--- src/rtl/dot_seq_pkg.sv ---
// ============================================================================
// dot_seq_pkg : shared types and constants for the dot-product MAC sequencer
// Rev 1.0
// ============================================================================
`default_nettype none

package dot_seq_pkg;

  localparam int OP_W  = 8;
  localparam int ACC_W = 18;

  typedef enum logic [2:0] {
    IDLE   = 3'd0,
    ACCUM  = 3'd1,
    DRAIN1 = 3'd2,
    DRAIN2 = 3'd3,
    HOLD   = 3'd4
  } state_t;

  // Shadow sum must absorb up to 2^len_w-1 products without wrapping.
  function automatic int shadow_w(input int acc_w, input int len_w);
    return acc_w + len_w;
  endfunction

endpackage

`default_nettype wire

--- src/rtl/dot_seq_feeder_if.sv ---
// ============================================================================
// dot_seq_feeder_if : command, operand stream, MAC and result signals
// Optional res_ovf present when DOT_SEQ_OVF_EN is defined. Rev 1.0
// ============================================================================
`default_nettype none

interface dot_seq_feeder_if #(
  parameter int LEN_W = 8,
  parameter int OP_W  = dot_seq_pkg::OP_W,
  parameter int ACC_W = dot_seq_pkg::ACC_W
);
  logic             start;
  logic [LEN_W-1:0] vec_len;
  logic             busy;
  logic             in_valid;
  logic             in_ready;
  logic [OP_W-1:0]  in_a;
  logic [OP_W-1:0]  in_b;
  logic [OP_W-1:0]  mac_dataa;
  logic [OP_W-1:0]  mac_datab;
  logic             mac_clken;
  logic             mac_sload;
  logic [ACC_W-1:0] mac_result;
  logic             res_valid;
  logic             res_ready;
  logic [ACC_W-1:0] res_data;

`ifdef DOT_SEQ_OVF_EN
  logic             res_ovf;

  modport slave (
    input  start, vec_len, in_valid, in_a, in_b, mac_result, res_ready,
    output busy, in_ready, mac_dataa, mac_datab, mac_clken, mac_sload,
           res_valid, res_data, res_ovf
  );
  modport master (
    output start, vec_len, in_valid, in_a, in_b, mac_result, res_ready,
    input  busy, in_ready, mac_dataa, mac_datab, mac_clken, mac_sload,
           res_valid, res_data, res_ovf
  );
`else
  modport slave (
    input  start, vec_len, in_valid, in_a, in_b, mac_result, res_ready,
    output busy, in_ready, mac_dataa, mac_datab, mac_clken, mac_sload,
           res_valid, res_data
  );
  modport master (
    output start, vec_len, in_valid, in_a, in_b, mac_result, res_ready,
    input  busy, in_ready, mac_dataa, mac_datab, mac_clken, mac_sload,
           res_valid, res_data
  );
`endif

endinterface

`default_nettype wire

--- src/rtl/dot_seq_opreg.sv ---
// ============================================================================
// dot_seq_opreg : registered operand / clken / sload stage feeding the MAC
// Rev 1.0
// ============================================================================
`default_nettype none

module dot_seq_opreg #(
  parameter int OP_W = dot_seq_pkg::OP_W
) (
  input  logic            clk,
  input  logic            aclr,
  input  logic            i_beat,
  input  logic            i_last,
  input  logic [OP_W-1:0] i_a,
  input  logic [OP_W-1:0] i_b,
  output logic [OP_W-1:0] o_dataa,
  output logic [OP_W-1:0] o_datab,
  output logic            o_clken,
  output logic            o_sload
);

  logic [OP_W-1:0] r_dataa;
  logic [OP_W-1:0] r_datab;
  logic            r_clken;
  logic            r_sload;

  // Data registers hold across bubbles; only clken/sload drop.
  always_ff @(posedge clk or posedge aclr) begin
    if (aclr) begin
      r_dataa <= '0;
      r_datab <= '0;
      r_clken <= 1'b0;
      r_sload <= 1'b0;
    end else begin
      r_clken <= i_beat;
      r_sload <= i_beat & i_last;
      if (i_beat) begin
        r_dataa <= i_a;
        r_datab <= i_b;
      end
    end
  end

  assign o_dataa = r_dataa;
  assign o_datab = r_datab;
  assign o_clken = r_clken;
  assign o_sload = r_sload;

endmodule

`default_nettype wire

--- src/rtl/dot_seq_feeder.sv ---
// ============================================================================
// dot_seq_feeder : sequences operand pairs into a signed MAC, returns the sum
// Optional overflow flag via DOT_SEQ_OVF_EN. Rev 1.0
// ============================================================================
`default_nettype none

module dot_seq_feeder #(
  parameter int LEN_W = 8,
  parameter int OP_W  = dot_seq_pkg::OP_W,
  parameter int ACC_W = dot_seq_pkg::ACC_W
) (
  input  logic            clk,
  input  logic            aclr,
  dot_seq_feeder_if.slave bus
);
  import dot_seq_pkg::*;

  state_t           r_state;
  state_t           w_next;
  logic [LEN_W-1:0] r_cnt;
  logic             r_res_valid;
  logic [ACC_W-1:0] r_res_data;
  logic             w_start_ok;
  logic             w_beat;
  logic             w_last;

  assign w_start_ok   = bus.start && (bus.vec_len != '0);
  assign bus.in_ready = (r_state == ACCUM);
  assign bus.busy     = (r_state != IDLE);
  assign w_beat       = bus.in_ready && bus.in_valid;
  assign w_last       = (r_cnt == LEN_W'(1));

  always_ff @(posedge clk or posedge aclr) begin
    if (aclr) r_state <= IDLE;
    else      r_state <= w_next;
  end

  always_comb begin
    w_next = r_state;
    case (r_state)
      IDLE:    if (w_start_ok) w_next = ACCUM;
      ACCUM:   if (w_beat && w_last) w_next = DRAIN1;
      DRAIN1:  w_next = DRAIN2;
      DRAIN2:  w_next = HOLD;
      HOLD:    if (bus.res_ready) w_next = IDLE;
      default: w_next = IDLE;
    endcase
  end

  always_ff @(posedge clk or posedge aclr) begin
    if (aclr) begin
      r_cnt <= '0;
    end else if (r_state == IDLE && w_start_ok) begin
      r_cnt <= bus.vec_len;
    end else if (w_beat) begin
      r_cnt <= r_cnt - LEN_W'(1);
    end
  end

  // DRAIN2 samples the MAC one edge after it absorbed the final beat.
  always_ff @(posedge clk or posedge aclr) begin
    if (aclr) begin
      r_res_valid <= 1'b0;
      r_res_data  <= '0;
    end else if (r_state == DRAIN2) begin
      r_res_valid <= 1'b1;
      r_res_data  <= bus.mac_result;
    end else if (r_state == HOLD && bus.res_ready) begin
      r_res_valid <= 1'b0;
    end
  end

  assign bus.res_valid = r_res_valid;
  assign bus.res_data  = r_res_data;

  dot_seq_opreg #(.OP_W(OP_W)) u_opreg (
    .clk     (clk),
    .aclr    (aclr),
    .i_beat  (w_beat),
    .i_last  (w_last),
    .i_a     (bus.in_a),
    .i_b     (bus.in_b),
    .o_dataa (bus.mac_dataa),
    .o_datab (bus.mac_datab),
    .o_clken (bus.mac_clken),
    .o_sload (bus.mac_sload)
  );

`ifdef DOT_SEQ_OVF_EN
  localparam int SH_W = shadow_w(ACC_W, LEN_W);

  logic [2*OP_W-1:0] w_prod;
  logic [SH_W-1:0]   r_shadow;
  logic              r_res_ovf;
  logic              w_ovf;

  // Truncated product of sign-extended operands is the exact signed product.
  assign w_prod = {{OP_W{bus.in_a[OP_W-1]}}, bus.in_a} *
                  {{OP_W{bus.in_b[OP_W-1]}}, bus.in_b};
  // Fits in ACC_W signed iff all bits from the ACC_W sign bit upward agree.
  assign w_ovf  = ~((&r_shadow[SH_W-1:ACC_W-1]) | ~(|r_shadow[SH_W-1:ACC_W-1]));

  always_ff @(posedge clk or posedge aclr) begin
    if (aclr) begin
      r_shadow  <= '0;
      r_res_ovf <= 1'b0;
    end else begin
      if (r_state == IDLE && w_start_ok) begin
        r_shadow <= '0;
      end else if (w_beat) begin
        r_shadow <= r_shadow + {{(SH_W-2*OP_W){w_prod[2*OP_W-1]}}, w_prod};
      end
      if (r_state == DRAIN2) r_res_ovf <= w_ovf;
    end
  end

  assign bus.res_ovf = r_res_ovf;
`endif

endmodule

`default_nettype wire

--- src/flat_wrapper.sv ---
// flat-port wrapper written by rule: the top's interface ports become plain ports
module dot_seq_feeder_flat import dot_seq_pkg::*;
#(
  parameter int LEN_W = 8,
  parameter int OP_W  = dot_seq_pkg::OP_W,
  parameter int ACC_W = dot_seq_pkg::ACC_W
)
  (clk, aclr, bus_start, bus_vec_len, bus_in_valid, bus_in_a, bus_in_b, bus_mac_result, bus_res_ready, bus_busy, bus_in_ready, bus_mac_dataa, bus_mac_datab, bus_mac_clken, bus_mac_sload, bus_res_valid, bus_res_data);
  dot_seq_feeder_if #(.LEN_W(LEN_W), .OP_W(OP_W), .ACC_W(ACC_W)) bus_i ();
  input  logic clk;
  input  logic aclr;
  input wire logic [$bits(bus_i.start)-1:0] bus_start;
  input wire logic [$bits(bus_i.vec_len)-1:0] bus_vec_len;
  input wire logic [$bits(bus_i.in_valid)-1:0] bus_in_valid;
  input wire logic [$bits(bus_i.in_a)-1:0] bus_in_a;
  input wire logic [$bits(bus_i.in_b)-1:0] bus_in_b;
  input wire logic [$bits(bus_i.mac_result)-1:0] bus_mac_result;
  input wire logic [$bits(bus_i.res_ready)-1:0] bus_res_ready;
  output wire logic [$bits(bus_i.busy)-1:0] bus_busy;
  output wire logic [$bits(bus_i.in_ready)-1:0] bus_in_ready;
  output wire logic [$bits(bus_i.mac_dataa)-1:0] bus_mac_dataa;
  output wire logic [$bits(bus_i.mac_datab)-1:0] bus_mac_datab;
  output wire logic [$bits(bus_i.mac_clken)-1:0] bus_mac_clken;
  output wire logic [$bits(bus_i.mac_sload)-1:0] bus_mac_sload;
  output wire logic [$bits(bus_i.res_valid)-1:0] bus_res_valid;
  output wire logic [$bits(bus_i.res_data)-1:0] bus_res_data;
  assign bus_i.start = bus_start;
  assign bus_i.vec_len = bus_vec_len;
  assign bus_i.in_valid = bus_in_valid;
  assign bus_i.in_a = bus_in_a;
  assign bus_i.in_b = bus_in_b;
  assign bus_i.mac_result = bus_mac_result;
  assign bus_i.res_ready = bus_res_ready;
  assign bus_busy = bus_i.busy;
  assign bus_in_ready = bus_i.in_ready;
  assign bus_mac_dataa = bus_i.mac_dataa;
  assign bus_mac_datab = bus_i.mac_datab;
  assign bus_mac_clken = bus_i.mac_clken;
  assign bus_mac_sload = bus_i.mac_sload;
  assign bus_res_valid = bus_i.res_valid;
  assign bus_res_data = bus_i.res_data;
  dot_seq_feeder #(.LEN_W(LEN_W), .OP_W(OP_W), .ACC_W(ACC_W)) u_core (.clk(clk), .aclr(aclr), .bus(bus_i));
endmodule
--- config.mk ---
export PLATFORM = sky130hd
export DESIGN_NAME = dot_seq_feeder_flat
export DESIGN_NICKNAME = d
export VERILOG_FILES = /design/src/rtl/dot_seq_pkg.sv /design/src/rtl/dot_seq_feeder_if.sv /design/src/rtl/dot_seq_opreg.sv /design/src/rtl/dot_seq_feeder.sv /design/src/flat_wrapper.sv
export SDC_FILE = /design/constraint.sdc
export NUM_CORES = 1
export LEC_CHECK = 0
export CORE_MARGIN = 2
export CORE_UTILIZATION = 42
export CTS_CLUSTER_SIZE = 25
export DETAILED_ROUTE_END_ITERATION = 12
export MAX_ROUTING_LAYER = met4
export PLACE_DENSITY = 0.84
export SYNTH_ARGS = -nofsm -noshare
export SYNTH_HDL_FRONTEND = slang
export SYNTH_SLANG_ARGS = --single-unit
--- constraint.sdc ---
create_clock -name clk -period 2.5 [get_ports clk]
set_clock_uncertainty 0.2 [all_clocks]
set_input_delay 0.25 -clock clk [delete_from_list [all_inputs] [get_ports clk]]
set_output_delay 0.25 -clock clk [all_outputs]
set_load 0.01 [all_outputs]
==> results of run 1 <==
-- cell type report --
class	count	area, sq um	area share
Timing Repair Buffer	91	895.9	0.2893
Multi-Input combinational cell	98	823.3	0.2659
Sequential cell	48	1201	0.3879
Clock buffer	6	72.57	0.02343
Inverter	4	15.01	0.004848
Tap cell	67	83.83	0.02707
Clock inverter	1	5.005	0.001616
-- registers in the layout, indices dropped and copies added (netlist names) --
name,count
u_core.r_cnt,8
u_core.u_opreg.o_dataa,8
u_core.bus.res_valid,1
u_core.u_opreg.o_datab,8
u_core.u_opreg.o_sload,1
u_core.r_state,3
u_core.u_opreg.o_clken,1
u_core.bus.res_data,18
-- synthesized netlist by cell type (2+ instances only) --
cell / count / share of area
sky130_fd_sc_hd__buf_2: 5 / 0.012
sky130_fd_sc_hd__buf_4: 2 / 0.0072
sky130_fd_sc_hd__ha_1: 2 / 0.012
sky130_fd_sc_hd__o211ai_1: 4 / 0.014
sky130_fd_sc_hd__nand3_1: 3 / 0.0072
sky130_fd_sc_hd__a21oi_1: 4 / 0.0096
sky130_fd_sc_hd__nand3b_1: 3 / 0.011
sky130_fd_sc_hd__dfrtp_1: 48 / 0.58
sky130_fd_sc_hd__mux2_2: 34 / 0.18
sky130_fd_sc_hd__a221o_1: 4 / 0.019
sky130_fd_sc_hd__nor2_1: 4 / 0.0072
sky130_fd_sc_hd__or4_1: 2 / 0.0072
sky130_fd_sc_hd__nand2_1: 13 / 0.023
sky130_fd_sc_hd__o21ai_0: 2 / 0.0048
sky130_fd_sc_hd__nand2b_1: 2 / 0.0060
sky130_fd_sc_hd__inv_1: 4 / 0.0072
sky130_fd_sc_hd__nor3_1: 3 / 0.0072
-- placed cells by master (no fill, tap or decap), drive strengths merged, types with 2 or more instances in the layout --
cell type | synthesis | routed
o211ai | 4 | 4
mux2 | 34 | 34
o21ai | 3 | 3
dfrtp | 48 | 48
ha | 2 | 2
clkdlybuf4s50 | 0 | 85
nor4b | 2 | 2
buf | 7 | 6
or4 | 3 | 3
nor2b | 2 | 2
nor3 | 3 | 3
nand2 | 13 | 13
a21oi | 4 | 4
a221o | 5 | 5
clkbuf | 0 | 6
inv | 4 | 4
nand3 | 3 | 3
nand3b | 3 | 3
nand2b | 2 | 2
nor2 | 4 | 4
-- power by group through the flow --
stage	combinational [W]	sequential (W)	clock [W]
after floorplan	0.000609	0.00145	0
after global placement	0.00146	0.00135	0
after detailed placement	0.00148	0.00137	0
after CTS	0.00149	0.00136	0.000442
after global routing	0.00160	0.00140	0.000474
final	0.00147	0.00135	0.000424
-- worst max-delay path by stage --
stage | to | from | slack [ns]
2_1_floorplan | u_core.r_cnt[5] | u_core.r_cnt[0] | 0.65
3_3_place_gp | u_core.r_cnt[7] | bus_vec_len[5] | 0.33
3_5_place_dp | u_core.r_cnt[7] | bus_vec_len[4] | 0.30
4_1_cts | bus_busy | u_core.r_state[2] | 0.34
5_1_grt | bus_in_ready | u_core.r_state[0] | 0.27
6_report | bus_busy | u_core.r_state[2] | 0.36
-- metal layers --
layer  GRT usage  vias up  routed length, microns  share of wire
met2      0.2773       59                    2206           0.49
met5           -        -                       0              0
li1            -      745                       -              -
met1      0.2341      767                    1960           0.44
met3     0.04472        5                     295          0.066
met4     0.05357        0                      34         0.0076
-- worst reg2reg max path: cells and delay by family, from the launching register on --
family,cells,cell delay [ns]
simple gates,2,0.63
flops,1,0.50
compound gates,1,0.34
buf+inv,1,0.22
-- cell families (layout without fill, tap and decap cells) --
kind of cell / count (synthesis) / count (layout)
XOR/XNOR: 1 / 1
buffers and inverters: 11 / 102
AO/OA/AOI/OAI: 17 / 17
flip-flops: 48 / 48
adder cells (fa/ha/maj): 2 / 2
multiplexers: 35 / 35
AND/OR/NAND/NOR: 43 / 43
-- per-stage QoR --
step	util	total power (W)	instances	area (sq um)
floorplan	-	0.002058	157	2079
global placement	0.6350	0.002811	308	3019
detailed placement	0.6350	0.002852	308	3019
CTS	0.6513	0.003286	315	3097
global route	0.6513	0.003474	315	3097
finish	0.6513	0.003246	315	3097
==> insert_results.sql, run 1 <==
INSERT INTO impl_metrics (metric_group, metric, value, unit) VALUES
('timing', 'finalCriticalPeriod', '2.142', 'ns'),
('timing', 'grt_setup_unrepaired', 'no', ''),
('timing', 'hold_violation_count_in_the_final_report', '0', ''),
('synthesis', 'synth-compound-area-share', '0.06077', ''),
('worst_setup_path', 'timing.critical_path.cells', 'or3_1, clkdlybuf4s50_1', ''),
('route', 'initialDrtViolationCount', '109', ''),
('route', 'wl_per_cell', '14.27', 'microns'),
('placement', 'dpl.hpwl', '3422', 'microns'),
('clock_network', 'cts.hold.buffers_added', '0', ''),
('floorplanning', 'std_cell_rows', '25', ''),
('synthesis', 'post_synth_and_or_nand_nor_area_fraction', '0.1300', ''),
('timing', 'slew_headroom', '0.5543', ''),
('synthesis', 'synth_nets', '206', ''),
('placement', 'io_buffer_count', '85', ''),
('grt', 'global_route_wire_length_before_repair', '7362', 'microns'),
('cells_and_area', 'nFillCells', '381', ''),
('power', 'max-vdd-ir-drop', '529.8', 'uV'),
('worst_setup_path', 'critical-path-top-delay-family', 'buffers and inverters', ''),
('synthesis', 'synth_xor_area_frac', '0.004212', ''),
('synthesis', 'yosys_most_used_dff', 'sky130_fd_sc_hd__dfrtp_1', ''),
('route', 'finalWirelength', '4496', 'microns'),
('power', 'leakagePower', '1.303', 'nW'),
('worst_hold_path', 'min-delay-path-class', 'in2async', ''),
('worst_setup_path', 'worst_r2r_path_depth', '4', ''),
('power', 'internal_power', '0.002226', 'W'),
('worst_setup_path', 'critPathMaxStageDelay', '0.50', 'ns'),
('worst_setup_path', 'r2r-start', 'u_core.r_state[1]', ''),
('floorplanning', 'die_height', '74.37', 'microns'),
('timing', 'final-setup-viol-count', '0', ''),
('synthesis', 'synth_cell_type_count', '35', ''),
('worst_setup_path', 'endpoint_of_the_most_critical_register_to_register_path', 'u_core.r_cnt[7]', ''),
('worst_setup_path', 'crit_type', 'reg2out', ''),
('worst_setup_path', 'start_kind', 'flop', ''),
('worst_setup_path', 'worstPathMaxFanout', '9', ''),
('timing', 'fmaxAchievable', '0.4670', 'GHz'),
('power', 'switching_power_total', '0.001020', 'W'),
('grt', 'gr-usage-all-layers', '0.1793', ''),
('cells_and_area', 'syn_to_final_growth', '48.92', '%'),
('clock_network', 'clock_tree.root_cell', 'sky130_fd_sc_hd__clkbuf_8', ''),
('placement', 'place_congestion', '0.8427', ''),
('power', 'netSwitchingFraction', '0.3142', ''),
('synthesis', 'edff_count_synth', '0', ''),
('timing', 'timing_worst_slew_pin_value', '0.6676', 'ns'),
('synthesis', 'mappedNetlistArea', '0.002079', 'sq mm'),
('worst_setup_path', 'timing.critical_path.required', '2.05', 'ns'),
('cells_and_area', 'layout.nets', '297', ''),
('synthesis', 'post_synth_fa_ha_maj_area_fraction', '0.01203', ''),
('power', 'p_clk_frac', '0.131', ''),
('floorplanning', 'die_area', '0.005530', 'sq mm'),
('synthesis', 'main_combinational_cell_family_by_area_after_synthesis', 'multiplexers', ''),
('grt', 'antenna_found_initial', '0', ''),
('synthesis', 'yosys-mux-area-fraction', '0.1889', ''),
('worst_setup_path', 'slowest_stage_cell_cp', 'sky130_fd_sc_hd__clkdlybuf4s50_1', ''),
('synthesis', 'synth-seq-cells', '48', ''),
('clock_network', 'clock_sinks', '48', ''),
('worst_setup_path', 'cp_data_arrival_time', '1.69', 'ns'),
('outcome', 'run_status', 'finished clean', ''),
('floorplanning', 'initial_utilization', '0.4374', ''),
('power', 'power_density', '1048', 'mW/mm^2'),
('route', 'dr.pass1.iters', '4', ''),
('clock_network', 'cts_max_level', '2', ''),
('clock_network', 'cts_tree', 'done', ''),
('timing', 'min_period_over_period', '0.8566', ''),
('synthesis', 'yosysWarnings', '0', ''),
('worst_setup_path', 'r2r_slack', '0.51', 'ns'),
('cells_and_area', 'drive_gt1_frac', '0.2177', ''),
('timing', 'fin_tns_setup', '0', 'ns'),
('floorplanning', 'ports', '86', ''),
('grt', 'grt_overflow_total', '0', ''),
('clock_network', 'clock_transition_at_path_regs', '0.08', 'ns'),
('route', 'routed-via-count', '1576', '');
Power figures use the tool's default switching activity.
==> inputs of run 2 (changes only) <==
Settings changed: CAP_MARGIN set to 30.
==> results of run 2 <==
No change in the layout: final DEF, timing and power equal those of run 1.
==> inputs of run 3 (changes only) <==
Settings changed: CORE_MARGIN 2 to 3.
==> run 3 against run 2 <==
  * The run now ends with hold timing left
  * Final area increased by 1.5%
  * Sequential share of layout area decreased by 0.57 points
  * Sequential cell count unchanged
  * Cell count decreased by 0.32%
  * Register-to-register slack improved by 0.06 ns
  * Total power increased by 4.8%
  * Combinational power about the same
  * Worst hold slack got worse by 0.17 ns
  * Largest power group unchanged
==> insert_results.sql, run 3 (synthesis gave the netlist of run 1 again) <==
INSERT INTO impl_metrics (metric_group, metric, value, unit) VALUES
('worst_setup_path', 'timing.critical_path.required', '2.05', 'ns'),
('cells_and_area', 'layout.nets', '297', ''),
('timing', 'fin_tns_setup', '0', 'ns'),
('clock_network', 'clk_latency', '0.29', 'ns'),
('cells_and_area', 'largest_register_ffs', '18', ''),
('worst_setup_path', 'crit_type', 'reg2out', ''),
('power', 'power.sequential.fraction', '0.393', ''),
('timing', 'whs', '-0.0008736', 'ns'),
('floorplanning', 'core_area', '0.004564', 'sq mm'),
('grt', 'gr-usage-all-layers', '0.1661', ''),
('floorplanning', 'die_height', '76.37', 'microns'),
('worst_setup_path', 'cp_data_arrival_time', '1.70', 'ns'),
('cells_and_area', 'final_antenna_diode_count', '0', ''),
('floorplanning', 'die_area', '0.005832', 'sq mm'),
('route', 'dr.pass1.iters', '4', ''),
('clock_network', 'post_cts.repair.setup_buffers', '0', ''),
('worst_setup_path', 'crit_start', 'u_core.r_state[2]', ''),
('clock_network', 'clock_transition_at_path_regs', '0.09', 'ns'),
('route', 'route.detailed.vias_per_inst', '4.971', ''),
('route', 'finalWirelength', '4407', 'microns'),
('route', 'detail_route.drc_violations', '0', ''),
('timing', 'final-setup-viol-count', '0', ''),
('grt', 'antenna_found_initial', '0', ''),
('power', 'switching_power_total', '0.001014', 'W'),
('outcome', 'violations_in_the_final_reports', 'hold timing', ''),
('job', 'drv_cap', '0', ''),
('worst_setup_path', 'r2r-start', 'u_core.r_cnt[0]', ''),
('clock_network', 'clock_sinks', '48', ''),
('grt', 'grt_overflow_total', '0', ''),
('route', 'initialDrtViolationCount', '57', ''),
('outcome', 'run_status', 'complete, but fails checks', ''),
('worst_setup_path', 'end_kind', 'output port', ''),
('clock_network', 'clock_tree.root_cell', 'sky130_fd_sc_hd__clkbuf_8', ''),
('grt', 'grt_start_max_net_pins', '20', ''),
('route', 'routed-via-count', '1561', ''),
('floorplanning', 'ports', '86', ''),
('worst_setup_path', 'timing.critical_path.cells', 'or3_1, clkdlybuf4s50_1', ''),
('placement', 'place_congestion', '0.8517', ''),
('grt', 'global_route_wire_length_before_repair', '7776', 'microns'),
('cells_and_area', 'syn_to_final_growth', '51.14', '%'),
('power', 'power_density', '1082', 'mW/mm^2'),
('power', 'power', '0.003401', 'W'),
('cells_and_area', 'finish.instance_area', '0.003143', 'sq mm'),
('power', 'netSwitchingFraction', '0.2981', ''),
('placement', 'placed_cell_area', '0.003017', 'sq mm'),
('timing', 'timing_worst_slew_pin_value', '0.3389', 'ns'),
('cells_and_area', 'layout.cells.most_common_list', '85 x sky130_fd_sc_hd__clkdlybuf4s50_1, 48 x sky130_fd_sc_hd__dfrtp_1, 34 x sky130_fd_sc_hd__mux2_2', ''),
('worst_setup_path', 'worstPathMaxFanout', '9', ''),
('floorplanning', 'initial_utilization', '0.4556', ''),
('clock_network', 'numCtsBuffers', '5', ''),
('worst_setup_path', 'critPathMaxStageDelay', '0.50', 'ns'),
('clock_network', 'cts_max_level', '2', ''),
('placement', 'dpl.hpwl', '3346', 'microns'),
('worst_setup_path', 'critical-path-top-delay-family', 'flip-flops', ''),
('cells_and_area', 'layout.cells.most_common', 'sky130_fd_sc_hd__clkdlybuf4s50_1', ''),
('clock_network', 'cts_tree', 'done', ''),
('power', 'internal_power', '0.002387', 'W'),
('floorplanning', 'die_x', '76.37', 'microns'),
('clock_network', 'clock_tree.buffer_depth', '2', ''),
('power', 'combPwrFrac', '0.431', ''),
('clock_network', 'cts.hold.buffers_added', '0', ''),
('timing', 'hold_violation_count_in_the_final_report', '1', ''),
('placement', 'io_buffer_count', '85', ''),
('power', 'p_clk_frac', '0.177', ''),
('timing', 'grt_setup_unrepaired', 'no', ''),
('timing', 'min_period_over_period', '0.8607', ''),
('power', 'leakagePower', '1.326', 'nW'),
('clock_network', 'cts_resized', '0', ''),
('power', 'max-vdd-ir-drop', '588.2', 'uV'),
('worst_setup_path', 'slowest_stage_cell_cp', 'sky130_fd_sc_hd__dfrtp_1', ''),
('worst_setup_path', 'start_kind', 'flop', ''),
('timing', 'slew_viol_final', '0', ''),
('route', 'detail-route-antenna-nets', '0', ''),
('timing', 'finalCriticalPeriod', '2.152', 'ns'),
('route', 'wl_per_cell', '14.04', 'microns'),
('worst_setup_path', 'worst_path_bufs_invs', '1', ''),
('cells_and_area', 'drive_gt1_frac', '0.2249', ''),
('timing', 'fmaxAchievable', '0.4647', 'GHz'),
('grt', 'grt_pass1_vias', '1628', ''),
('timing', 'slew_headroom', '0.7720', ''),
('floorplanning', 'std_cell_rows', '24', ''),
('worst_hold_path', 'min-delay-path-class', 'in2async', '');
[run 3: path summary, 6_finish.rpt]
kind                                             end  slack, ns  depth (start not counted)
max in group asynchronous       u_core.bus.res_valid       1.57                          3
hold reg to reg              u_core.bus.res_data[15]       0.31                          1
setup / recovery                            bus_busy       0.35                          2
min in group clk             u_core.bus.res_data[15]       0.31                          1
setup reg to reg                     u_core.r_cnt[5]       0.57                          4
hold / removal             u_core.u_opreg.o_dataa[6]    -0.0009                          2
[run 3: layout make-up]
class | count | area [sq um]
fillers | 368 | 1421
flip-flops and latches | 48 | 1201
repair buffers | 91 | 895.9
multi-input cells | 98 | 823.3
clock buffers | 7 | 96.34
well taps | 65 | 81.33
clock inverters | 1 | 30.03
inverters | 4 | 15.01
[run 3: through the flow]
stage	std cells	utilization	setup slack, ns
after floorplan	157	-	0.6481
after global placement	306	0.6609	0.3355
after detailed placement	306	0.6609	0.2941
after CTS	314	0.6886	0.3405
after global routing	314	0.6886	0.2532
final	314	0.6886	0.3482
[run 3: power by group through the flow]
stage,Clock [W],Sequential (W),Combinational (W)
floorplan,0,0.00145,0.000609
global placement,0,0.00134,0.00146
detailed placement,0,0.00135,0.00149
CTS,0.000621,0.00134,0.00149
global route,0.000653,0.00139,0.00159
finish,0.000600,0.00134,0.00147
[run 3: metal layers]
layer | wire length, microns | vias to the layer above | GRT usage
met3 | 356 | 4 | 0.05556
met4 | 28 | 0 | 0.03442
met2 | 2041 | 65 | 0.2636
li1 | - | 746 | -
met1 | 1980 | 746 | 0.2086
met5 | 0 | - | -
==> edit, RTL diff (config.mk and constraints of run 2) <==
The package constant `OP_W` goes from 8 to 10.
--- a/src/rtl/dot_seq_pkg.sv
+++ b/src/rtl/dot_seq_pkg.sv
@@ -7,5 +7,5 @@
 package dot_seq_pkg;
 
-  localparam int OP_W  = 8;
+  localparam int OP_W  = 10;
   localparam int ACC_W = 18;
 
Ports: changed (resized bus_in_a, bus_in_b, bus_mac_dataa and bus_mac_datab); port bits go from 86 to 94. The function was not compared with the original's and may differ.
==> edit against run 2 <==
Routed wire length is 13% higher; die area is 6.4% higher; final area grew 8.6%; area after synthesis grew 6.7%; worst setup slack lost 0.025 ns; clock power increased by 12%; cell count grew 6.3%; total power rose by 9.6%; core utilization rose by 0.72 points; sequential cell count rose by 4; worst hold slack gained 0.15 ns; highest routed layer unchanged.
==> edit: results (changes against run 2) <==
[setup_path]
critPathSlowestCell=clkdlybuf4s50_1
reg2reg_slack_ns=0.54  ; +0.03 ns
cp.arrival_ns=1.72  ; +0.03 ns
critPathMaxFanout=7  ; -2
cpPeakStageDelay_ns=0.56  ; +0.06 ns

[global_route]
track_usage=0.1830  ; +0.003748
use_met2=0.3035  ; +0.02622
grt_pass1_vias=1794  ; +13%
grt_pass1_wl_mm=8.383  ; +14%
use_met1=0.2205  ; -0.01363
grt_max_degree=48  ; +41%

[detailed_routing]
drt_iter0_markers=65  ; -40%
routed_wl_mm=5.087  ; +13%
vias_per_cell=5.054  ; +1.0%

[clocking]
hold_buffers=1  ; +1

[synth]
yosysSeqAreaShare=0.5862  ; +0.008628
synthAdderAreaFrac=0.01127  ; -0.0007597
synth-xor-area-share=0.003946  ; -0.0002659
async_flop_share=1.000  ; unchanged
synthesis.nets=219  ; +6.3%
synth.distinct_cells=31  ; -11%
synthTopCellsByArea=dfrtp_1 (59%), mux2_2 (19%), a221o_1 (2.3%)
synth.area.mux_share=0.1928  ; +0.003856

[timing]
slew_headroom=0.7349  ; +0.1806

[cells_and_area]
fin_nets=317  ; +6.7%
drive_gt1_frac=0.2151  ; -0.002648

[power]
total_leakage_power_uw=0.001401  ; +7.5%
ir_drop_uv=528.1  ; -0.31%

[placement]
hpwlAfterDp_mm=3.862  ; +13%
io_buffers=93  ; +9.4%
gp_congestion=0.7937  ; -5.8%

[outcome]
status=completed

[min_path]
hp-class=flop to flop

edit: kinds of logic (layout without fill, tap and decap cells):
kind of cell	count (synthesis)	count (layout)
muxes	38	38
and+or+nand+nor	40	40
adders and majority gates	2	2
DFF	52	52
xor gates and xnor gates	1	1
AOI/OAI and AO/OA	20	20
buffers and inverters	13	112
edit: critical path, delay by kind of cell (launching register included):
family                 cells  cell delay (ns)
buffers and inverters      2             0.72
AND/OR/NAND/NOR            1             0.19
flip-flops                 1             0.50
edit: power by group:
part / internal (µW) / switching (µW)
Combinational: 1000 / 609
Clock: 199 / 275
Sequential: 1200 / 268
edit: worst paths after layout:
| check | from | end | depth (start not counted) |
|---|---|---|---|
| max in group asynchronous | aclr | u_core.u_opreg.o_datab[2] | 4 |
| min in group asynchronous | aclr | u_core.bus.res_data[14] | 3 |
| hold / removal | u_core.u_opreg.o_dataa[7] | u_core.u_opreg.o_dataa[7] | 1 |
| setup reg to reg | u_core.r_cnt[0] | u_core.r_cnt[5] | 4 |
| hold reg to reg | u_core.u_opreg.o_dataa[7] | u_core.u_opreg.o_dataa[7] | 1 |
| setup / recovery | u_core.r_state[0] | bus_in_ready | 3 |
edit: area by class of cell:
class,count,area (µm²)
clock inverter,3,21.27
fill,428,1744
timing repair buffer,99,991.0
tap,70,87.58
sequential,52,1301
multi-input combinational,101,874.6
clock buffer,5,68.82
inverter,5,18.77
edit: stage by stage:
| step | worst slack (ns) | instances | area (µm²) | hold slack [ns] | utilization |
|---|---|---|---|---|---|
| finish | 0.3337 | 335 | 3363 | 0.3160 | 0.6585 |
| global route | 0.1800 | 335 | 3363 | 0.3300 | 0.6585 |
| CTS | 0.3262 | 335 | 3363 | 0.3178 | 0.6585 |
| detailed placement | 0.3239 | 326 | 3263 | 0.2847 | 0.6389 |
| global placement | 0.3545 | 326 | 3263 | 0.2717 | 0.6389 |
| floorplan | 0.6465 | 166 | 2220 | 0.1835 | - |
edit: metal layers:
metal	vias up	wire length, µm
met5	-	0
met4	0	42
met3	6	302
met2	62	2621
met1	830	2120
li1	795	-
